## src/rtl/game_pkg.sv

```systemverilog
// Shared definitions for the game phase sequencer: phase encoding,
// default timing parameters, the win mask and a BCD score helper.
package game_pkg;

    // Phase encoding as seen on the game_state output.
    typedef enum logic [1:0] {
        ST_IDLE = 2'b00,
        ST_PLAY = 2'b01,
        ST_HIT  = 2'b10,
        ST_OVER = 2'b11
    } game_state_e;

    localparam int DEF_INIT_LIVES    = 3;
    localparam int DEF_INVULN_FRAMES = 120;
    localparam int DEF_OVER_FRAMES   = 60;

    // Only the dragon head is still visible: the player has won.
    localparam logic [6:0] WIN_MASK  = 7'b0000001;

    localparam logic [7:0] SCORE_MAX = 8'h99;

    // Two-digit BCD increment that sticks at 99.
    function automatic logic [7:0] bcd_inc_sat(input logic [7:0] v);
        logic [7:0] r;
        r = v;
        if (v == SCORE_MAX) begin
            r = v;
        end else if (v[3:0] == 4'd9) begin
            r = {v[7:4] + 4'd1, 4'd0};
        end else begin
            r = {v[7:4], v[3:0] + 4'd1};
        end
        return r;
    endfunction

endpackage

```

## src/rtl/frame_down_counter.sv

```systemverilog
// 8-bit frame counter: load at any time, otherwise counts down by one on
// each frame_end until it reaches zero. Used for hit recovery and the
// minimum game-over hold.
module frame_down_counter (
    input  logic       clk,
    input  logic       rst_n,
    input  logic       frame_end_i,
    input  logic       load_i,
    input  logic [7:0] load_val_i,
    output logic [7:0] count_o,
    output logic       zero_o
);

    logic [7:0] count_q;
    logic [7:0] count_d;

    // Load wins over the decrement; the count parks at zero.
    always_comb begin
        count_d = count_q;
        if (load_i) begin
            count_d = load_val_i;
        end else if (frame_end_i && (count_q != 8'd0)) begin
            count_d = count_q - 8'd1;
        end
    end

    // Counter register.
    always_ff @(posedge clk) begin
        if (!rst_n) begin
            count_q <= 8'd0;
        end else begin
            count_q <= count_d;
        end
    end

    assign count_o = count_q;
    assign zero_o  = (count_q == 8'd0);

endmodule

```

## src/rtl/game_phase_sequencer.sv

```systemverilog
// Frame-synchronous game controller: phase FSM, lives, invulnerability
// window and entity freeze. Every phase decision is taken on frame_end so a
// frame never renders with half-updated state.
// Optional feature macro: GAME_SCORE_EN enables the BCD sword-hit score;
// without it score is tied to zero and sword_hit is ignored.
module game_phase_sequencer
    import game_pkg::*;
#(
    parameter int INIT_LIVES    = DEF_INIT_LIVES,
    parameter int INVULN_FRAMES = DEF_INVULN_FRAMES,
    parameter int OVER_FRAMES   = DEF_OVER_FRAMES
) (
    input  logic       clk,
    input  logic       rst_n,
    input  logic       frame_end,
    input  logic       start_btn,
    input  logic       player_hit,
    input  logic       sword_hit,
    input  logic [6:0] dragon_segments,
    output logic [1:0] game_state,
    output logic [1:0] lives,
    output logic       logic_en,
    output logic       logic_reset,
    output logic       damage_flash,
    output logic       won,
    output logic [7:0] score
);

    localparam logic [1:0] LIVES_INIT  = 2'(INIT_LIVES);
    localparam logic [7:0] INVULN_LOAD = 8'(INVULN_FRAMES);
    localparam logic [7:0] OVER_LOAD   = 8'(OVER_FRAMES);

    game_state_e state_q, state_d;
    logic [1:0]  lives_q, lives_d;
    logic        logic_en_q, logic_en_d;
    logic        logic_reset_q, logic_reset_d;
    logic        damage_flash_q, damage_flash_d;
    logic        won_q, won_d;
    logic        hit_q, hit_d;
    logic        start_q, start_d;

    logic        start_edge;
    logic        win;
    logic        hit_seen;
    logic        new_game;
    logic        cnt_load;
    logic [7:0]  cnt_load_val;
    logic [7:0]  cnt_count;
    logic        cnt_zero;
    logic        cnt_last;

    // A hit in the frame_end cycle itself still belongs to the closing frame.
    assign hit_seen   = hit_q | player_hit;
    assign hit_d      = frame_end ? 1'b0 : hit_seen;
    // The button is only looked at on frame boundaries; holding never retriggers.
    assign start_d    = frame_end ? start_btn : start_q;
    assign start_edge = frame_end & start_btn & ~start_q;
    assign win        = (dragon_segments == WIN_MASK);
    // Recovery ends on the frame_end that brings the counter down to zero.
    assign cnt_last   = (cnt_count == 8'd1);
    assign new_game   = start_edge &
                        ((state_q == ST_IDLE) | ((state_q == ST_OVER) & cnt_zero));

    // State, latches and registered outputs.
    always_ff @(posedge clk) begin
        if (!rst_n) begin
            state_q        <= ST_IDLE;
            lives_q        <= LIVES_INIT;
            logic_en_q     <= 1'b0;
            logic_reset_q  <= 1'b0;
            damage_flash_q <= 1'b0;
            won_q          <= 1'b0;
            hit_q          <= 1'b0;
            start_q        <= 1'b1;
        end else begin
            state_q        <= state_d;
            lives_q        <= lives_d;
            logic_en_q     <= logic_en_d;
            logic_reset_q  <= logic_reset_d;
            damage_flash_q <= damage_flash_d;
            won_q          <= won_d;
            hit_q          <= hit_d;
            start_q        <= start_d;
        end
    end

    // Next phase; nothing moves except on frame_end.
    always_comb begin
        state_d = state_q;
        if (frame_end) begin
            case (state_q)
                ST_IDLE: if (new_game) state_d = ST_PLAY;
                ST_PLAY: begin
                    if (win) begin
                        state_d = ST_OVER;
                    end else if (hit_seen) begin
                        state_d = (lives_q <= 2'd1) ? ST_OVER : ST_HIT;
                    end
                end
                ST_HIT: begin
                    if (win) begin
                        state_d = ST_OVER;
                    end else if (cnt_last) begin
                        state_d = ST_PLAY;
                    end
                end
                ST_OVER: if (new_game) state_d = ST_PLAY;
                default: state_d = ST_IDLE;
            endcase
        end
    end

    // Output and counter control derived from the current and next phase.
    always_comb begin
        lives_d       = lives_q;
        won_d         = won_q;
        logic_reset_d = 1'b0;
        cnt_load      = 1'b0;
        cnt_load_val  = 8'd0;
        if (new_game) begin
            lives_d       = LIVES_INIT;
            won_d         = 1'b0;
            logic_reset_d = 1'b1;
        end
        if (frame_end && (state_q == ST_PLAY) && !win && hit_seen && (lives_q != 2'd0)) begin
            lives_d = lives_q - 2'd1;
        end
        if ((state_d == ST_OVER) && (state_q != ST_OVER)) begin
            cnt_load     = 1'b1;
            cnt_load_val = OVER_LOAD;
            won_d        = win;
        end
        if ((state_d == ST_HIT) && (state_q != ST_HIT)) begin
            cnt_load     = 1'b1;
            cnt_load_val = INVULN_LOAD;
        end
        logic_en_d     = (state_d == ST_PLAY) || (state_d == ST_HIT);
        damage_flash_d = (state_d == ST_HIT);
    end

    frame_down_counter u_frame_cnt (
        .clk         (clk),
        .rst_n       (rst_n),
        .frame_end_i (frame_end),
        .load_i      (cnt_load),
        .load_val_i  (cnt_load_val),
        .count_o     (cnt_count),
        .zero_o      (cnt_zero)
    );

    assign game_state   = state_q;
    assign lives        = lives_q;
    assign logic_en     = logic_en_q;
    assign logic_reset  = logic_reset_q;
    assign damage_flash = damage_flash_q;
    assign won          = won_q;

`ifdef GAME_SCORE_EN
    logic       sword_q;
    logic [7:0] score_q, score_d;

    // Count rising edges of the sword collision while the dragon can be hit.
    always_comb begin
        score_d = score_q;
        if (new_game) begin
            score_d = 8'h00;
        end else if (sword_hit && !sword_q && ((state_q == ST_PLAY) || (state_q == ST_HIT))) begin
            score_d = bcd_inc_sat(score_q);
        end
    end

    // Score and sword edge-detect registers.
    always_ff @(posedge clk) begin
        if (!rst_n) begin
            sword_q <= 1'b0;
            score_q <= 8'h00;
        end else begin
            sword_q <= sword_hit;
            score_q <= score_d;
        end
    end

    assign score = score_q;
`else
    logic unused_sword;
    assign unused_sword = sword_hit;
    assign score        = 8'h00;
`endif

endmodule
```

## config.mk

```make
export PLATFORM = sky130hd
export DESIGN_NAME = game_phase_sequencer
export DESIGN_NICKNAME = d
export VERILOG_FILES = /design/src/rtl/game_pkg.sv /design/src/rtl/frame_down_counter.sv /design/src/rtl/game_phase_sequencer.sv
export SDC_FILE = /design/constraint.sdc
export NUM_CORES = 1
export LEC_CHECK = 0
export BUFFER_PORTS_ARGS = -buffer_cell sky130_fd_sc_hd__buf_4
export CAP_MARGIN = 0
export CORE_UTILIZATION = 50
export DETAILED_ROUTE_END_ITERATION = 6
export GPL_TIMING_DRIVEN = 0
export HOLD_SLACK_MARGIN = 0.08
export PLACE_DENSITY = 0.83
export SETUP_SLACK_MARGIN = 0.05
export SYNTH_ARGS = -nofsm -noshare
export SYNTH_HDL_FRONTEND = slang
export SYNTH_SLANG_ARGS = --single-unit
```

## constraint.sdc

```tcl
create_clock -name clk -period 6.18 [get_ports clk]
set_input_delay 0.618 -clock clk [delete_from_list [all_inputs] [get_ports clk]]
set_output_delay 0.618 -clock clk [all_outputs]
set_load 0.01 [all_outputs]
```

# == After elaboration in Yosys (flattened, before gate mapping) ==
# Index checks and enable logic that the tools add are counted.
# word_totals
wordCells,67
reg_bits,18
in_bits,13
out_inout_bits,16
# op_classes
order_cmp,1
reduce_logical,18
n_eq_ne,10
addsub,2
bitwise_logic,8
n_mux,19
# op_table
op,n
$mux 8,3
$mux 2,8
$eq 2x2->1 const B,4
$eq 8x1->1 const B,1
$logic_not 8->1,1
$reduce_bool 2->1,4
$reduce_bool 8->1,1
$sub 8x1->8 const B,1
$eq 7x1->1 const B,1
$logic_and 1x1->1,7
$mux 1,6
$mux 6,1
$pmux 2 s3,1
$and 1x1->1,4
$eq 2x1->1 const B,2
$ne 2x2->1 const B,2
$reduce_or 2->1,2
$le 2x1->1 const B,1
$logic_not 2->1,1
$not 1->1,2
$or 1x1->1,2
$sub 2x1->2 const B,1
$logic_not 1->1,1
$logic_or 1x1->1,1

# == Depth between registers and ports, before layout ==
# logic_depth
depth_word,12
mapped_depth,11
ltp_nobuf,11

# == Cells and area by module ==
# From an unflattened synthesis, not the netlist that was laid out.
# hier_totals
hier_cells,145
hier_area_um2,1273.7
# modules_own_cells
module,cells_each,instances,area_per_inst_um2,seq_area_each_um2
game_phase_sequencer,87,1,765.7,200.2
frame_down_counter,58,1,508.0,160.2

# == Least setup slack after synthesis ==
# No wires, ideal clock.
# synth_timing
path_kind,flip-flop to flip-flop
startpoint,register u_frame_cnt.count_q[0] (netlist: u_frame_cnt.count_o[0])
endpoint,register u_frame_cnt.count_q[1] (netlist: u_frame_cnt.count_o[1])
t_arrival_ps,2526
setup_ps,86
n_path_buf,0
path_stages_with_launch,12
period_less_slack_ps,2611
slack_ps,3569
required_ps,6094
path_cell_list,dfxtp_1 -> inv_1 -> ha_1 -> nor4b_4 -> a31oi_2 -> or4b_4 -> a31o_1 -> ha_1 -> nor2b_1 -> nor2_1 -> nand2_1 -> a211oi_1
# synth_via
word_cells_on_any_way,23
cone_classes,1 x add/sub; 3 x eq/ne; 10 x mux; 3 x bitwise; 6 x reduce/logical
# synth_lines
item,line,rtl
"start, declared",frame_down_counter.sv:14,logic [7:0] count_q;
"start signal, assigned",frame_down_counter.sv:32,count_q <= count_d;
$logic_not 8->1,frame_down_counter.sv:37,assign zero_o = (count_q == 8'd0);
$and 1x1->1,game_phase_sequencer.sv:62,((state_q == ST_IDLE) | ((state_q == ST_OVER) & cnt_zero));
$or 1x1->1,game_phase_sequencer.sv:62,
$and 1x1->1,game_phase_sequencer.sv:61,assign new_game = start_edge &
$mux 2,"game_phase_sequencer.sv:92, game_phase_sequencer.sv:107",
$pmux 2 s3 (*),game_phase_sequencer.sv:91,case (state_q)
$mux 2 (*),game_phase_sequencer.sv:90,if (frame_end) begin
$eq 2x2->1 (*),--,
named net damage_flash_d,game_phase_sequencer.sv:37,"logic damage_flash_q, damage_flash_d;"
$logic_and 1x1->1 (*),game_phase_sequencer.sv:133,if ((state_d == ST_HIT) && (state_q != ST_HIT)) begin
$mux 8 / $mux 1 (equally long branches),game_phase_sequencer.sv:133,
$mux 8 / $reduce_bool 2->1 (equally long branches),--,
# The timed path passes the listed nets; every way through them passes the cells marked *. The select of a mux whose other input is x is not followed.
# A chain may end at the register's enable or synchronous reset.

# == Final worst setup path ==
# Ends and elaborated chain as after synthesis.

==> results.json <==
{
  "status": "finished clean",
  "ys.flop_type": "dfxtp_1",
  "slowest_stage": "or4b_4",
  "start_util_pct": 53.7,
  "min_period_over_period_pct": 49.6,
  "cts.repair.resized": 0,
  "ys_warn_count": 0,
  "grt.met2_usage_pct": 33.1,
  "netlist_area_mm2": 0.00121,
  "critPathMaxFanout": 7,
  "relSlewSlack_pct": 65.5,
  "hold_buffers": 0,
  "cp.arrival_ns": 3.28,
  "cts_setup_buffers": 0,
  "crit_top_cell": "ha_1",
  "ys_seq_area_share_pct": 29.8,
  "fin_skew_ns": 0.00135,
  "maxCapViolations": 0,
  "worstSetupPathType": "flop to flop",
  "power.leakage_nw": 0.635,
  "routed_wl_mm": 2.59,
  "antenna_cells": 0,
  "multi_input_area_um2": 761,
  "ios": 29,
  "drv_slew": 0,
  "fin_ws_ns": 3.11,
  "finalCriticalPeriod_ns": 3.07,
  "clockRootBuffer": "clkbuf_4",
  "timing.final.hold_violations": 0,
  "fin_tns_setup_ns": 0,
  "met1_usage_pct": 28.9,
  "die-area_mm2": 0.00262,
  "clock-sinks": 18,
  "antenna_found_initial": 0,
  "nNetsFinal": 192,
  "syn_avg_cell_area_um2": 8.84,
  "synthArstFlopShare_pct": 0,
  "drtAntennaViolNets": 0,
  "grt_pass1_vias": 937,
  "gr-max-usage-layer": "met2",
  "critPathBufInv": 1,
  "synth-seq-cells": 18,
  "synth_edf_count": 0,
  "max_slew.worst_pin.slew_ns": 0.518,
  "fill_cells": 225,
  "coreArea_mm2": 0.00225,
  "synthDistinctLibCells": 46,
  "num_vias": 1049,
  "required_ns": 6.39,
  "io_buffers": 18,
  "grt_use_total_pct": 21.0,
  "clk_pin_slew_worst_paths_ns": 0.10,
  "cts.htree.levels": 1,
  "grt_max_degree": 11,
  "grt_pass1_wl_mm": 4.17,
  "grt-ovfl-total": 0,
  "hold_class": "flop to flop",
  "vias_per_cell": 5.41,
  "use_met3_pct": 4.46,
  "cp-end-kind": "flop",
  "first_iter_violations": 34,
  "wl_per_cell_um": 13.4,
  "worstSkewPairLatency_ns": 0.29,
  "critical-path-top-delay-family": "simple AND/OR/NAND/NOR gates",
  "cts_tree": "yes",
  "synth_cells": 137,
  "start_kind": "flop",
  "worst_ir_drop_vdd_uv": 321,
  "crit_chain": "inv_1, ha_1, nor4b_4, a31oi_2, or4b_4, a31o_1, ha_1, nor2b_1, nor2_1, nand2_1, a211oi_1",
  "numCtsBuffers": 3,
  "cts_buffer_depth": 2,
  "drc_errors": 0,
  "areaGrowthSynthToFinish_pct": 19.2,
  "fmax_ghz": 0.326,
  "powerDensity_mw_per_mm2": 327,
  "die_h_um": 51.2,
  "hpwl_mm": 1.99,
  "drt-pass1-iter-count": 4,
  "core.rowCount": 17,
  "setup_violations": 0,
  "gp_congestion": 0.884,
  "critPathMaxStageDelay_ns": 0.53,
  "die_w_um": 51.2,
  "register_area_um2": 360,
  "pre_cts_ws_ns": 3.18,
  "rsz0062_at_grt": "false",
  "drive_above_1_share_pct": 24.1
}
## synthesized netlist by cell type, drive strengths merged, types with 2 or more instances
master / count / area [um2]
clkbuf: 4 / 15.0
nor3: 5 / 30.0
xnor2: 2 / 17.5
or4: 3 / 27.5
nand2b: 2 / 12.5
nand2: 7 / 26.3
a31oi: 4 / 31.3
ha: 12 / 150
a211oi: 4 / 30.0
buf: 9 / 71.3
o21a: 2 / 15.0
nor3b: 2 / 15.0
inv: 8 / 30.0
o32ai: 2 / 17.5
nor4b: 2 / 32.5
nor2: 9 / 33.8
a21boi: 2 / 15.0
or3: 2 / 13.8
o31ai: 4 / 30.0
a21oi: 6 / 30.0
dfxtp: 18 / 360
o21ai: 3 / 15.0
and2: 4 / 25.0
nor2b: 4 / 25.0
nor4: 4 / 25.0
## path summary, 6_finish.rpt
path                                 end                    from  cells past startpoint  slack (ns)
hold reg to reg   u_frame_cnt.count_o[1]  u_frame_cnt.count_o[1]                      2        0.53
setup reg to reg  u_frame_cnt.count_o[1]  u_frame_cnt.count_o[0]                     11        3.11
hold / removal    u_frame_cnt.count_o[1]  u_frame_cnt.count_o[1]                      2        0.53
setup / recovery  u_frame_cnt.count_o[1]  u_frame_cnt.count_o[0]                     11        3.11
## power breakdown
part	internal, mW	switching [mW]
combinational	0.112	0.115
clock	0.0359	0.0358
sequential	0.142	0.0321
total	0.289	0.182
## logic make-up after synthesis
group	after synthesis	share of synthesized area, %
other	1	0.310
AND/OR/NAND/NOR	48	24.8
buffers and inverters	21	9.61
adder cells (fa/ha/maj)	12	12.4
flip-flops	18	29.8
XOR/XNOR	2	1.45
AO/OA/AOI/OAI	34	20.9
multiplexers	1	0.826
## final cells by class
cell class	instances	share of cell area, %
Tap cell	28	2.43
Buffer	13	5.98
Sequential cell	18	25.0
Clock buffer	4	2.51
Multi-Input combinational cell	105	52.7
Timing Repair Buffer	18	9.36
Inverter	8	2.08
## registers in the layout, indices dropped and copies added (netlist names)
signal,cells
game_state,2
lives,2
start_q,1
hit_q,1
damage_flash,1
logic_reset,1
logic_en,1
u_frame_cnt.count_o,8
won,1
## through the flow
step                      utilization (%)  total power, mW  instance area, um2  hold slack, ns  std cells
after floorplan                         -            0.352                1240           0.486        144
after global placement               62.4            0.389                1410           0.497        190
after detailed placement             62.4            0.399                1410           0.511        190
after CTS                            64.0            0.472                1440           0.532        194
after global routing                 64.0            0.508                1440           0.589        194
final                                64.0            0.472                1440           0.529        194
## worst register-to-register path: stages, from the launching register on
cell and delay [ns]:
dfxtp_1 0.36, inv_1 0.09, ha_1 0.18, nor4b_4 0.41, a31oi_2 0.21, or4b_4 0.53
a31o_1 0.24, ha_1 0.20, nor2b_1 0.15, nor2_1 0.27, nand2_1 0.16, a211oi_1 0.19
## metal layers
| layer | part of all wire (%) | vias up |
|---|---|---|
| met1 | 48 | 455 |
| met2 | 45 | 43 |
| li1 | - | 547 |
| met4 | 1.0 | 0 |
| met5 | 0 | - |
| met3 | 5.9 | 4 |
## layout by cell type (no fill, tap or decap), types with 2 or more instances in the layout
cell type  netlist  routed
a31oi_1          3       3
o32ai_1          2       2
nor2_1           9       9
inv_1            8       8
o21a_1           2       2
buf_4            8      26
nor3b_1          2       2
a21oi_1          6       6
nand2b_1         2       2
nand2_1          7       7
and2_1           4       4
dfxtp_1         18      18
nor2b_1          4       4
nor3_1           4       4
clkbuf_4         0       3
a21boi_0         2       2
nor4_1           4       4
a211oi_1         4       4
xnor2_1          2       2
o21ai_0          2       2
clkbuf_1         4       4
ha_1            12      12
o31ai_1          4       4
conb_1           1       8
Note: power is estimated with default switching activity, not from simulation.
